[src/rtl/leaf_gpu_ingress_buffer.sv]
// Ingress FIFO with a registered output stage between a GPU port and the leaf router.
// Optional self-address rejection is compiled in with LEAF_INGRESS_DEST_CHECK_EN.
`timescale 1ns/1ps
module leaf_gpu_ingress_buffer #(
  parameter int         DWIDTH     = 16,
  parameter int         AWIDTH     = 6,
  parameter int         FIFO_DEPTH = 8,
  parameter int         AF_LEVEL   = 6,
  parameter logic [3:0] GROUP_ID   = 4'b0010,
  parameter int         ROUTER_ID  = 1
) (
  input  logic                          clk,
  input  logic                          reset,
  input  logic [DWIDTH-1:0]             in_data,
  input  logic [AWIDTH-1:0]             in_dest,
  input  logic                          in_valid,
  output logic [DWIDTH-1:0]             out_data,
  output logic [AWIDTH-1:0]             out_dest,
  output logic                          out_valid,
  input  logic                          out_ready,
  output logic                          fifo_full,
  output logic                          fifo_empty,
  output logic                          almost_full,
  output logic [$clog2(FIFO_DEPTH):0]   occupancy,
  output logic [7:0]                    drop_count,
  output logic                          err_dest
);

  localparam int IDX_W = $clog2(FIFO_DEPTH);
  localparam int PTR_W = IDX_W + 1;

  typedef struct packed {
    logic [AWIDTH-1:0] dest;
    logic [DWIDTH-1:0] data;
  } entry_t;

  entry_t            mem_q [FIFO_DEPTH];
  entry_t            out_entry_q;
  logic              out_valid_q;
  logic [PTR_W-1:0]  wr_ptr_q, wr_ptr_d;
  logic [PTR_W-1:0]  rd_ptr_q, rd_ptr_d;
  logic [PTR_W-1:0]  occ;
  logic [7:0]        drop_count_q;
  logic              err_dest_q;
  logic              store_full, store_empty;
  logic              self_hit, push, drop, load;

`ifdef LEAF_INGRESS_DEST_CHECK_EN
  localparam logic [AWIDTH-1:0] SELF_ADDR = AWIDTH'({GROUP_ID, 2'(ROUTER_ID)});
  assign self_hit = (in_dest == SELF_ADDR);
`else
  assign self_hit = 1'b0;
`endif

  // Extra pointer MSB makes the subtraction distinguish full from empty.
  assign occ         = wr_ptr_q - rd_ptr_q;
  assign store_full  = (occ == PTR_W'(FIFO_DEPTH));
  assign store_empty = (occ == '0);

  // Full is judged on pre-edge occupancy, so a same-cycle load never frees room.
  assign push = in_valid && !self_hit && !store_full;
  assign drop = in_valid && (self_hit || store_full);
  assign load = !store_empty && (!out_valid_q || out_ready);

  always_comb begin
    wr_ptr_d = wr_ptr_q;
    rd_ptr_d = rd_ptr_q;
    if (push) wr_ptr_d = wr_ptr_q + PTR_W'(1);
    if (load) rd_ptr_d = rd_ptr_q + PTR_W'(1);
  end

  // NOTE: storage array has no reset; validity is tracked solely by the pointers.
  always_ff @(posedge clk) begin
    if (push) mem_q[wr_ptr_q[IDX_W-1:0]] <= '{dest: in_dest, data: in_data};
  end

  always_ff @(posedge clk or negedge reset) begin
    if (!reset) begin
      wr_ptr_q     <= '0;
      rd_ptr_q     <= '0;
      out_valid_q  <= 1'b0;
      out_entry_q  <= '0;
      drop_count_q <= '0;
      err_dest_q   <= 1'b0;
    end else begin
      wr_ptr_q   <= wr_ptr_d;
      rd_ptr_q   <= rd_ptr_d;
      err_dest_q <= in_valid && self_hit;
      if (drop && drop_count_q != 8'hFF) drop_count_q <= drop_count_q + 8'd1;
      if (load) begin
        out_entry_q <= mem_q[rd_ptr_q[IDX_W-1:0]];
        out_valid_q <= 1'b1;
      end else if (out_valid_q && out_ready) begin
        out_valid_q <= 1'b0;
      end
    end
  end

  assign out_data    = out_entry_q.data;
  assign out_dest    = out_entry_q.dest;
  assign out_valid   = out_valid_q;
  assign fifo_full   = store_full;
  assign fifo_empty  = store_empty && !out_valid_q;
  assign almost_full = (occ >= PTR_W'(AF_LEVEL));
  assign occupancy   = occ;
  assign drop_count  = drop_count_q;
  assign err_dest    = err_dest_q;

endmodule

[config.mk]
export PLATFORM = sky130hd
export DESIGN_NAME = leaf_gpu_ingress_buffer
export DESIGN_NICKNAME = d
export VERILOG_FILES = /design/src/rtl/leaf_gpu_ingress_buffer.sv
export SDC_FILE = /design/constraint.sdc
export NUM_CORES = 1
export LEC_CHECK = 0
export CORE_MARGIN = 2
export CORE_UTILIZATION = 45
export DETAILED_ROUTE_END_ITERATION = 10
export GPL_TIMING_DRIVEN = 1
export HOLD_SLACK_MARGIN = 0.1
export PLACE_DENSITY = 0.73
export SYNTH_ARGS = -nofsm -noshare
export SYNTH_HDL_FRONTEND = slang
export SYNTH_SLANG_ARGS = --single-unit
[constraint.sdc]
create_clock -name clk -period 5.24 [get_ports clk]
set_clock_uncertainty 0.05 [all_clocks]
set_input_delay 1.572 -clock clk [delete_from_list [all_inputs] [get_ports clk]]
set_output_delay 1.572 -clock clk [all_outputs]
set_load 0.01 [all_outputs]
# Word level (Yosys, flattened, before mapping)
# Memory sizes are Yosys's and may differ from the RTL's. A register that Yosys moved wholly into a read port is not among the register bits.
# Index checks and enable logic that the tools add are counted.
# totals
regBits,17
memories,1
ram_bits,176
word_cells,29
in_bits,26
output_inout_bits,39
# op_classes
n_addsub,4
n_reduce_logical,13
muxes,4
magnitude_cmp,1
eq_ne,2
# mem_list
memory,depth,word_bits,rd,rd_clocked_by_memory_dff,write_ports,line_no,source
mem_q,8,22,1,1,1,37,entry_t mem_q [FIFO_DEPTH];
# ops
cell,count
$add 4x1->4 const B,2
$add 8x1->8 const B,1
$ne 8x8->1 const B,1
$logic_and 1x1->1,6
$eq 4x4->1 const B,1
$ge 4x3->1 const B,1
$logic_not 1->1,4
$logic_not 4->1,1
$mux 1,4
$sub 4x4->4,1
$reduce_bool 2->1,1
$logic_or 1x1->1,1

# Longest topological paths before layout
# Gate-level depths: netlist (run 1).
# logic_depth
depth_word,6
mapped_depth,9
depth_no_buf,8

# Worst setup path after synthesis (run 1)
# Ideal clock, no wire load.
# synth_timing
path_type,register to register
startpoint,register rd_ptr_q[1]
endpoint,memory mem_q[0][0] (netlist name) (enable)
t_required_ns,4.733
slack_ns,0.485
setup_ns,0.457
period_less_slack_ns,4.755
stages_incl_launch_ff,9
arrival_time_ns,4.248
n_path_buf,2
cell_sequence,dfrtp_1 > clkbuf_1 > buf_2 > inv_1 > ha_1 > and3b_2 > nor3_2 > nor3_2 > nor4_1
# synth_between
elab_chain_cells,6
# synth_rtl
element,line_no,source
"start, declared",41,"logic [PTR_W-1:0] rd_ptr_q, rd_ptr_d;"
"start signal, assigned",87,rd_ptr_q <= rd_ptr_d;
$sub 4x4->4,56,assign occ = wr_ptr_q - rd_ptr_q;
$eq 4x4->1,57,assign store_full = (occ == PTR_W'(FIFO_DEPTH));
named net fifo_full,21,"output logic fifo_full,"
$logic_not 1->1,61,assign push = in_valid && !self_hit && !store_full;
$logic_and 1x1->1,61,
$mux 1,74,"if (push) mem_q[wr_ptr_q[IDX_W-1:0]] <= '{dest: in_dest, data: in_data};"
$mux 1 (not written as such),74,
"end, declared",37,
# The timed path passes the listed nets, and every way through them passes these cells.

# Final worst setup path (run 1)
# layout_timing
startpoint,register rd_ptr_q[2]
endpoint,output port fifo_empty
# layout_between
elab_chain_cells,3
# layout_rtl
element,line_no,source
$sub 4x4->4,56,
$logic_not 4->1,58,assign store_empty = (occ == '0);
$logic_and 1x1->1,103,assign fifo_empty = store_empty && !out_valid_q;
"end, declared",22,"output logic fifo_empty,"
# Every way passes these cells.

==> metrics.txt, run 1 <==
drt drc=0; latest clock arrival within the worst-skew pair=490 ps; syn nets=495; Cells after Synth=462; die extent in x=143 microns; Vias/cell=5.54; EDFF count, synth=176; layout cells sized above 1=24.4%; Worst-path clk slew=60 ps; CP bufs+invs=4; worst hold slack=463 ps; WS Path Type=register to output pin; critical path depth=9; TritonCTS Buffers=21; ant diodes=0; Final Cycle Share=91.8%; CTS tree=done; kind of end point of the critical path=output pin; WP data required=3620 ps; Die ar.=20300 sq um; Power, Total=6.28 mW; Placeable Area=18800 sq um; Seq/Total Area, Yosys=72.5%; worst r2r path cells=9; Worst-Margin Slew=967 ps; antenna violations before repair=0; average size of a mapped cell=18.7 sq um; final hold vios=0; unrepaired setup endpoints after global routing=no; routability-driven placement congestion ratio=0.834; critical path arrival=3190 ps; Post-DP HPWL=9340 microns; Synth area leader=edfxtp_1; WHS Path Cells=1; Routed WL per cell=20.9 microns; largest cells by area after synthesis=edfxtp_1 (61%), mux4_2 (11%), dfrtp_1 (11%), mux2_4 (3.5%), nand2_1 (3.2%); slowest cell on the critical path=clkdlybuf4s50_1; die height=143 microns; antenna-violating nets left=0; CTS root buf=clkbuf_16; vias in the first global route=4626; Worst Hold Launch=out_data[7]$_DFFE_PN0P_; Final setup violation count=0; Pwr per Cell Area=613 nW/um^2; commonest non-fill, non-tap cells in the layout=edfxtp_1 (176), nand2_1 (74), clkdlybuf4s50_1 (62), mux4_2 (44), dfrtp_1 (37); clk sinks=215; maximum VDD drop=0.298 mV; most common cell after layout, fill and taps aside=edfxtp_1; Netlist cell types=43; crit-path leading delay family=buffers and inverters; Reg-to-Reg Start=rd_ptr_q[2]$_DFFE_PN0P_; CTS resizes=0; largest net degree at the start of global routing=48; relative slew slack=35.6%; total routed wirelength=16600 microns; Synth top area share=61.2%; critical path, cell by cell=inv_1 -> buf_4 -> ha_1 -> a21oi_1 -> a21oi_1 -> nor2_1 -> inv_1 -> nor3_1 -> clkdlybuf4s50_1; via count=4388; final setup margin=431 ps; worst hold path type=register to register; Congestion Overflow GR=0; H-tree Lvls=1; Mapped Area=8630 sq um; max_cap viols=0; DR iter-0 viols=287; Worst Path Max Fanout=23; f_max=208 MHz; Synth-to-Final Area Change=18.8%; global-route wire length before repair=25800 microns; setup_tns=0 ps; Critical Path Max Stage Delay=560 ps; Pins Over Slew Limit=0; P_leak=3.64 nW; final core utilization=54.6%; cts hold-fix bufs=0; DRT Pass-1 Iters=4; Yosys reg bits=215; gr usage total=16.8%; clock tree buffer depth=3; effective utilization at floorplan=46.0%; Synthesis Warnings=0; number of setup buffers added after CTS=0; Critical Path Start=rd_ptr_q[2]$_DFFE_PN0P_; Main synth FF type=edfxtp_1; row cnt=50; startpoint types=register; Nets=577; Post-Place Setup Slack=986 ps; num ports=65; port bufs=63; fin crit period=4810 ps; status=completed; asr flop ratio synth=18.1%
[registers in the layout, summed over array words and instances (netlist names)]
register and flops:
rd_ptr_q 4, wr_ptr_q 4, out_dest 6, mem_q 176, drop_count 8, out_data 16, out_valid 1
[path summary, 6_finish.rpt]
kind	to	slack (ps)
min in group asynchronous	out_data[6]$_DFFE_PN0P_	1190
max in group asynchronous	rd_ptr_q[1]$_DFFE_PN0P_	3280
worst min-delay path	out_data[7]$_DFFE_PN0P_	460
worst min register to register	out_data[7]$_DFFE_PN0P_	460
worst max register to register	mem_q[4][8]$_DFFE_PP_	1960
worst max-delay path	fifo_empty	430
[layout make-up]
class | instances | area, sq um
Fill cell | 1424 | 8510
Sequential cell | 215 | 6260
Multi-Input combinational cell | 221 | 2300
Timing Repair Buffer | 77 | 731
Clock buffer | 27 | 558
Tap cell | 234 | 293
Clock inverter | 10 | 76.3
Inverter | 8 | 30.0
[per-layer routing]
layer  routed length, microns  GRT usage [%]
met3                      902           3.03
met2                     8320           29.0
met1                     7000           21.8
met5                        0              0
met4                      371           5.16
[synthesized netlist by cell type, types with 2 or more instances]
library cell  count
a21oi_1           5
nor2_1            2
o21ai_0           2
mux2_4           20
xor2_2            2
edfxtp_1        176
mux4_2           44
o31ai_1           2
clkbuf_1          8
nor3_1            7
o311ai_0          2
nor4_1            4
nand4_1           2
buf_2             6
xor2_1            7
nand2_1          74
inv_1             8
nand2b_1          3
nor4b_1           2
nand3_1           6
nor3_2            3
mux2_2            6
dfrtp_1          39
or2_2             2
ha_1              6
buf_6             2
a2111oi_0         2
xnor2_1           5
[power by group]
part	internal, mW	total (mW)	switching [mW]
clock	0.801	1.40	0.599
sequential	2.24	2.40	0.154
combinational	1.21	2.49	1.28
[logic make-up after synthesis]
kind of cell | after synthesis | share of synthesized area, %
flops | 215 | 72.5
fa+ha+maj | 7 | 1.10
buf+inv | 26 | 1.44
xor+xnor | 14 | 1.59
other cells | 1 | 0.0434
mux | 70 | 15.7
compound gates | 19 | 1.72
simple gates | 110 | 5.83
[per-stage QoR]
stage          instance area [sq um]  instances
2_1_floorplan                   8630        462
3_3_place_gp                    9620        755
6_report                       10300        792
4_1_cts                        10300        792
5_1_grt                        10300        792
3_5_place_dp                    9620        755
[worst register-to-register path: cells and delay by family (launching register included)]
family,cells,cell delay [ps]
flops,1,370
simple gates,4,1210
buf+inv,4,930
fa+ha+maj,1,390
(Power assumes the default switching activity.)
==> run 2: changes to the inputs <==
- HOLD_SLACK_MARGIN: 0.1 -> 0.06
- PLACE_DENSITY: 0.73 -> default
==> run 2 against run 1 <==
Effect of this change: maximum frequency up 1.8%; worst hold slack worse by 4.0 ps; clock power up 12%; power up 2.7%.
==> metrics.txt, run 2 (synthesis results as in run 1) <==
status=completed; DR iter-0 viols=241 (-16%); Die ar.=20300 sq um (unchanged); Post-DP HPWL=9280 microns (-0.60%); gr usage total=17.2% (+0.41 points); row cnt=50 (unchanged); global-route wire length before repair=25900 microns (+0.73%); effective utilization at floorplan=46.0% (unchanged); final setup margin=515 ps (+84.5 ps); Vias/cell=5.41 (-2.3%); worst hold path type=register to register; most common cell after layout, fill and taps aside=edfxtp_1; unrepaired setup endpoints after global routing=no; number of setup buffers added after CTS=0 (unchanged); Largest register FFs=176 (unchanged); via count=4307 (-1.8%); kind of end point of the critical path=output pin; Synth-to-Final Area Change=20.0%; Post-Place Setup Slack=1030 ps (+41.5 ps); die height=143 microns (unchanged); Congestion Overflow GR=0 (unchanged); latest clock arrival within the worst-skew pair=500 ps (about the same); relative slew slack=34.0% (-1.6 points); startpoint types=register; layout cells sized above 1=25.4% (+1.1 points); antenna-violating nets left=0 (unchanged); critical path arrival=3100 ps (-90 ps); WS Path Type=register to output pin; Final Cycle Share=90.2% (-1.6 points); WP data required=3620 ps (about the same); P_leak=3.70 nW (+1.7%); Worst Path Max Fanout=8 (-65%); clk sinks=215 (unchanged); cts hold-fix bufs=0 (unchanged); drt drc=0 (unchanged); Worst-Margin Slew=991 ps (+23.9 ps); TritonCTS Buffers=23 (+9.5%); Routed WL per cell=21.2 microns (+0.96%); final hold vios=0 (unchanged); CTS tree=done; die extent in x=143 microns (unchanged); CTS resizes=0 (unchanged); f_max=212 MHz (+1.8%); setup_tns=0 ps (unchanged); port bufs=63 (unchanged); Register Area=6260 sq um (unchanged); largest net degree at the start of global routing=48 (unchanged); Worst-path clk slew=60 ps (about the same); Nets=579 (+0.35%); num ports=65 (unchanged); Placeable Area=18800 sq um (unchanged); Pwr per Cell Area=623 nW/um^2 (+1.6%); total routed wirelength=16800 microns (+1.5%); commonest non-fill, non-tap cells in the layout=edfxtp_1 (176), nand2_1 (74), clkdlybuf4s50_1 (62), mux4_2 (44), dfrtp_1 (37); Pins Over Slew Limit=0 (unchanged); H-tree Lvls=1 (unchanged); fin crit period=4720 ps (-84.5 ps); ant diodes=0 (unchanged); max_cap viols=0 (unchanged); antenna violations before repair=0 (unchanged); routability-driven placement congestion ratio=0.789 (-5.3%); vias in the first global route=4430 (-4.2%); Fillers=1480 (+3.9%); Final setup violation count=0 (unchanged); CTS root buf=clkbuf_16; DRT Pass-1 Iters=4 (unchanged); maximum VDD drop=0.303 mV (+1.5%); multi-input logic area=2300 sq um (unchanged); clock tree buffer depth=3 (unchanged)
[run 2: changes by cell type in the layout (fill, tap and decap cells not counted)]
cell,change
clkbuf_1,-3
clkbuf_8,+2
bufinv_16,+1
inv_6,+1
clkinvlp_4,-1
clkinv_2,+2
clkbuf_16,+2
[run 2: final timing paths]
path	slack, ps	cells past startpoint	start	end
max in group asynchronous	3280	1	reset	rd_ptr_q[1]$_DFFE_PN0P_
max	520	8	wr_ptr_q[0]$_DFFE_PN0P_	fifo_full
min	460	1	out_data[11]$_DFFE_PN0P_	out_data[11]$_DFFE_PN0P_
min reg2reg	460	1	out_data[11]$_DFFE_PN0P_	out_data[11]$_DFFE_PN0P_
min in group asynchronous	1190	1	reset	out_data[9]$_DFFE_PN0P_
max reg2reg	2280	9	wr_ptr_q[0]$_DFFE_PN0P_	mem_q[0][14]$_DFFE_PP_
[run 2: layout make-up]
| class | count | share of cell area [%] |
|---|---|---|
| sequential | 215 | 60.5 |
| multi-input combinational | 221 | 22.2 |
| timing repair buffer | 77 | 7.05 |
| clock buffer | 28 | 6.03 |
| tap | 234 | 2.83 |
| clock inverter | 13 | 1.14 |
| inverter | 8 | 0.290 |
[run 2: report_power, final]
part / internal (mW) / total [mW] / switching (mW)
clock: 0.943 / 1.57 / 0.627
combinational: 1.21 / 2.48 / 1.27
sequential: 2.24 / 2.41 / 0.165
[run 2: per-stage QoR]
step	power [mW]	instance area [sq um]	hold WS (ps)	util (%)	std cells
final	6.45	10400	459	55.2	796
after global routing	6.84	10400	473	55.2	796
after CTS	6.55	10400	460	55.2	796
after detailed placement	4.96	9620	442	51.3	755
after global placement	4.91	9620	443	51.3	755
after floorplan	4.06	8630	435	-	462
[run 2: metal layers]
| metal | GRT usage, % | part of all wire (%) |
|---|---|---|
| met3 | 2.59 | 3.5 |
| met1 | 23.8 | 45 |
| met4 | 4.85 | 1.8 |
| met2 | 28.6 | 50 |
| met5 | 0 | 0 |
[run 2: critical path, stage by stage, from the launching register on]
cell and delay [ps]:
dfrtp_1 490, inv_1 100, ha_1 240, fa_1 520, and2_1 180, nand2_2 150, nor3_2 160, buf_4 210
clkdlybuf4s50_1 550
==> run 3: changes to the inputs <==
- PLACE_DENSITY: default -> 0.62
==> run 3 against run 2 <==
Effect of this change: sequential power is essentially flat; critical path depth is the same; wire length shrank 0.66%; first-iteration DRC count grew 27%; largest cell class unchanged; core utilization shrank 0.36 points; clock power shrank 7%; worst setup slack is essentially flat.
==> metrics.txt, run 3 (synthesis results as in run 1) <==
status=completed; WP data required=3620 ps (about the same); Net Sw Frac=32.0% (about the same); Worst Hold Launch=out_data[5]$_DFFE_PN0P_; worst r2r path cells=8 (-1); Largest register FFs=176 (unchanged); maximum VDD drop=0.249 mV (-18%); Final setup violation count=0 (unchanged); relative slew slack=32.5% (-1.4 points); effective utilization at floorplan=46.0% (unchanged); most common cell after layout, fill and taps aside=edfxtp_1; number of setup buffers added after CTS=0 (unchanged); Worst-path clk slew=50 ps (about the same); largest net degree at the start of global routing=48 (unchanged); kind of end point of the critical path=output pin; final core utilization=54.8% (-0.36 points); max_cap viols=0 (unchanged); Power, Total=6.33 mW (-1.9%); post-placement cell area=9620 sq um (unchanged); ant diodes=0 (unchanged); antenna-violating nets left=0 (unchanged); P_leak=3.66 nW (-1.2%); num ports=65 (unchanged); Placeable Area=18800 sq um (unchanged); routability-driven placement congestion ratio=0.855 (+8.3%); R2R setup slack=2130 ps (-150 ps); global-route wire length before repair=26000 microns (+0.19%); die extent in x=143 microns (unchanged); DRT Pass-1 Iters=4 (unchanged); antenna violations before repair=0 (unchanged); Congestion Overflow GR=0 (unchanged); worst hold path type=register to register; DR iter-0 viols=305 (+27%); cts hold-fix bufs=0 (unchanged); CTS root buf=clkbuf_16; Synth-to-Final Area Change=19.2%; commonest non-fill, non-tap cells in the layout=edfxtp_1 (176), nand2_1 (74), clkdlybuf4s50_1 (62), mux4_2 (44), dfrtp_1 (37); setup_tns=0 ps (unchanged); Die ar.=20300 sq um (unchanged); die height=143 microns (unchanged); critical path arrival=3100 ps (about the same); CTS tree=done; WS Path Type=register to output pin; Pins Over Slew Limit=0 (unchanged); CTS resizes=0 (unchanged); drt drc=0 (unchanged); Post-DP HPWL=9400 microns (+1.2%); final hold vios=0 (unchanged); Hold Path Sink=out_data[5]$_DFFE_PN0P_; total routed wirelength=16700 microns (-0.66%); WHS Path Cells=1 (unchanged); Clock power frac=23.0% (-1.3 points); Worst Path Max Fanout=8 (unchanged); unrepaired setup endpoints after global routing=no; f_max=212 MHz (about the same); Nets=579 (unchanged); port bufs=63 (unchanged); TritonCTS Buffers=23 (unchanged); Vias/cell=5.50 (+1.7%); RR Endpoint=mem_q[7][9]$_DFFE_PP_; layout cells sized above 1=23.8% (-1.6 points); Worst-Margin Slew=1010 ps (+21.4 ps); Combinational Power Share=39.1% (+0.7 points); Final Cycle Share=90.2% (about the same); Sw Pwr=2.02 mW (-1.9%); Reg-to-Reg Start=wr_ptr_q[0]$_DFFE_PN0P_; clk sinks=215 (unchanged); Pwr per Cell Area=615 nW/um^2 (-1.3%); latest clock arrival within the worst-skew pair=490 ps (about the same); H-tree Lvls=1 (unchanged); Final Cell Area=10300 sq um (-0.65%); final setup margin=515 ps (+0.106 ps); Post-Place Setup Slack=1030 ps (+6.95 ps); startpoint types=register; via count=4381 (+1.7%); Int Power=4.31 mW (-1.9%); clock tree buffer depth=3 (unchanged); vias in the first global route=4551 (+2.7%); sequential power share=37.9% (+0.6 points); Routed WL per cell=21.0 microns (-0.66%); gr usage total=17.0% (-0.23 points); row cnt=50 (unchanged); fin crit period=4720 ps (-0.106 ps)
-- run 3: changes by cell type in the layout (fill, tap and decap cells not counted), sizes merged --
cell      change
bufinv        -2
clkbuf       +11
clkinv        -7
clkinvlp      -1
inv           -1
-- run 3: worst max path at each step --
stage | startpoint | end | cells past startpoint
final | wr_ptr_q[0]$_DFFE_PN0P_ | fifo_full | 8
after global routing | wr_ptr_q[0]$_DFFE_PN0P_ | fifo_full | 8
after CTS | wr_ptr_q[0]$_DFFE_PN0P_ | fifo_full | 8
after detailed placement | wr_ptr_q[0]$_DFFE_PN0P_ | fifo_full | 8
after floorplan | rd_ptr_q[1]$_DFFE_PN0P_ | mem_q[0][0]$_DFFE_PP_ | 8
after global placement | wr_ptr_q[0]$_DFFE_PN0P_ | fifo_full | 8
-- run 3: area by class of cell --
class	count	area, sq um
clock buffer	39	666
clock inverter	2	8.76
fill	1479	8470
inverter	8	30.0
multi-input combinational	221	2300
sequential	215	6260
tap	234	293
timing repair buffer	77	731
-- run 3: critical path, cell delays in order, from the launching register on --
cell and delay (ps):
dfrtp_1 490, inv_1 100, ha_1 240, fa_1 410, xor2_2 250, nand2_2 180
nor3_2 160, buf_4 210, clkdlybuf4s50_1 570
-- run 3: through the flow --
| stage | std cells | hold slack, ps |
|---|---|---|
| after floorplan | 462 | 435 |
| after global placement | 755 | 444 |
| after detailed placement | 755 | 441 |
| after CTS | 796 | 461 |
| after global routing | 796 | 477 |
| final | 796 | 457 |
-- run 3: power by group through the flow --
stage               registers, mW  logic (mW)  clock network [mW]
detailed placement           2.43        2.51                   0
finish                       2.40        2.48                1.46
floorplan                    2.45        1.61                   0
global placement             2.41        2.49                   0
CTS                          2.40        2.52                1.50
global route                 2.43        2.69                1.56
-- run 3: per-layer routing --
layer / GRT usage [%] / vias to the layer above / routed length [microns]
met1: 23.1 / 2284 / 7320
met5: 0 / - / 0
met4: 4.64 / 0 / 344
met3: 2.69 / 29 / 679
met2: 28.7 / 100 / 8380
li1: - / 1968 / -
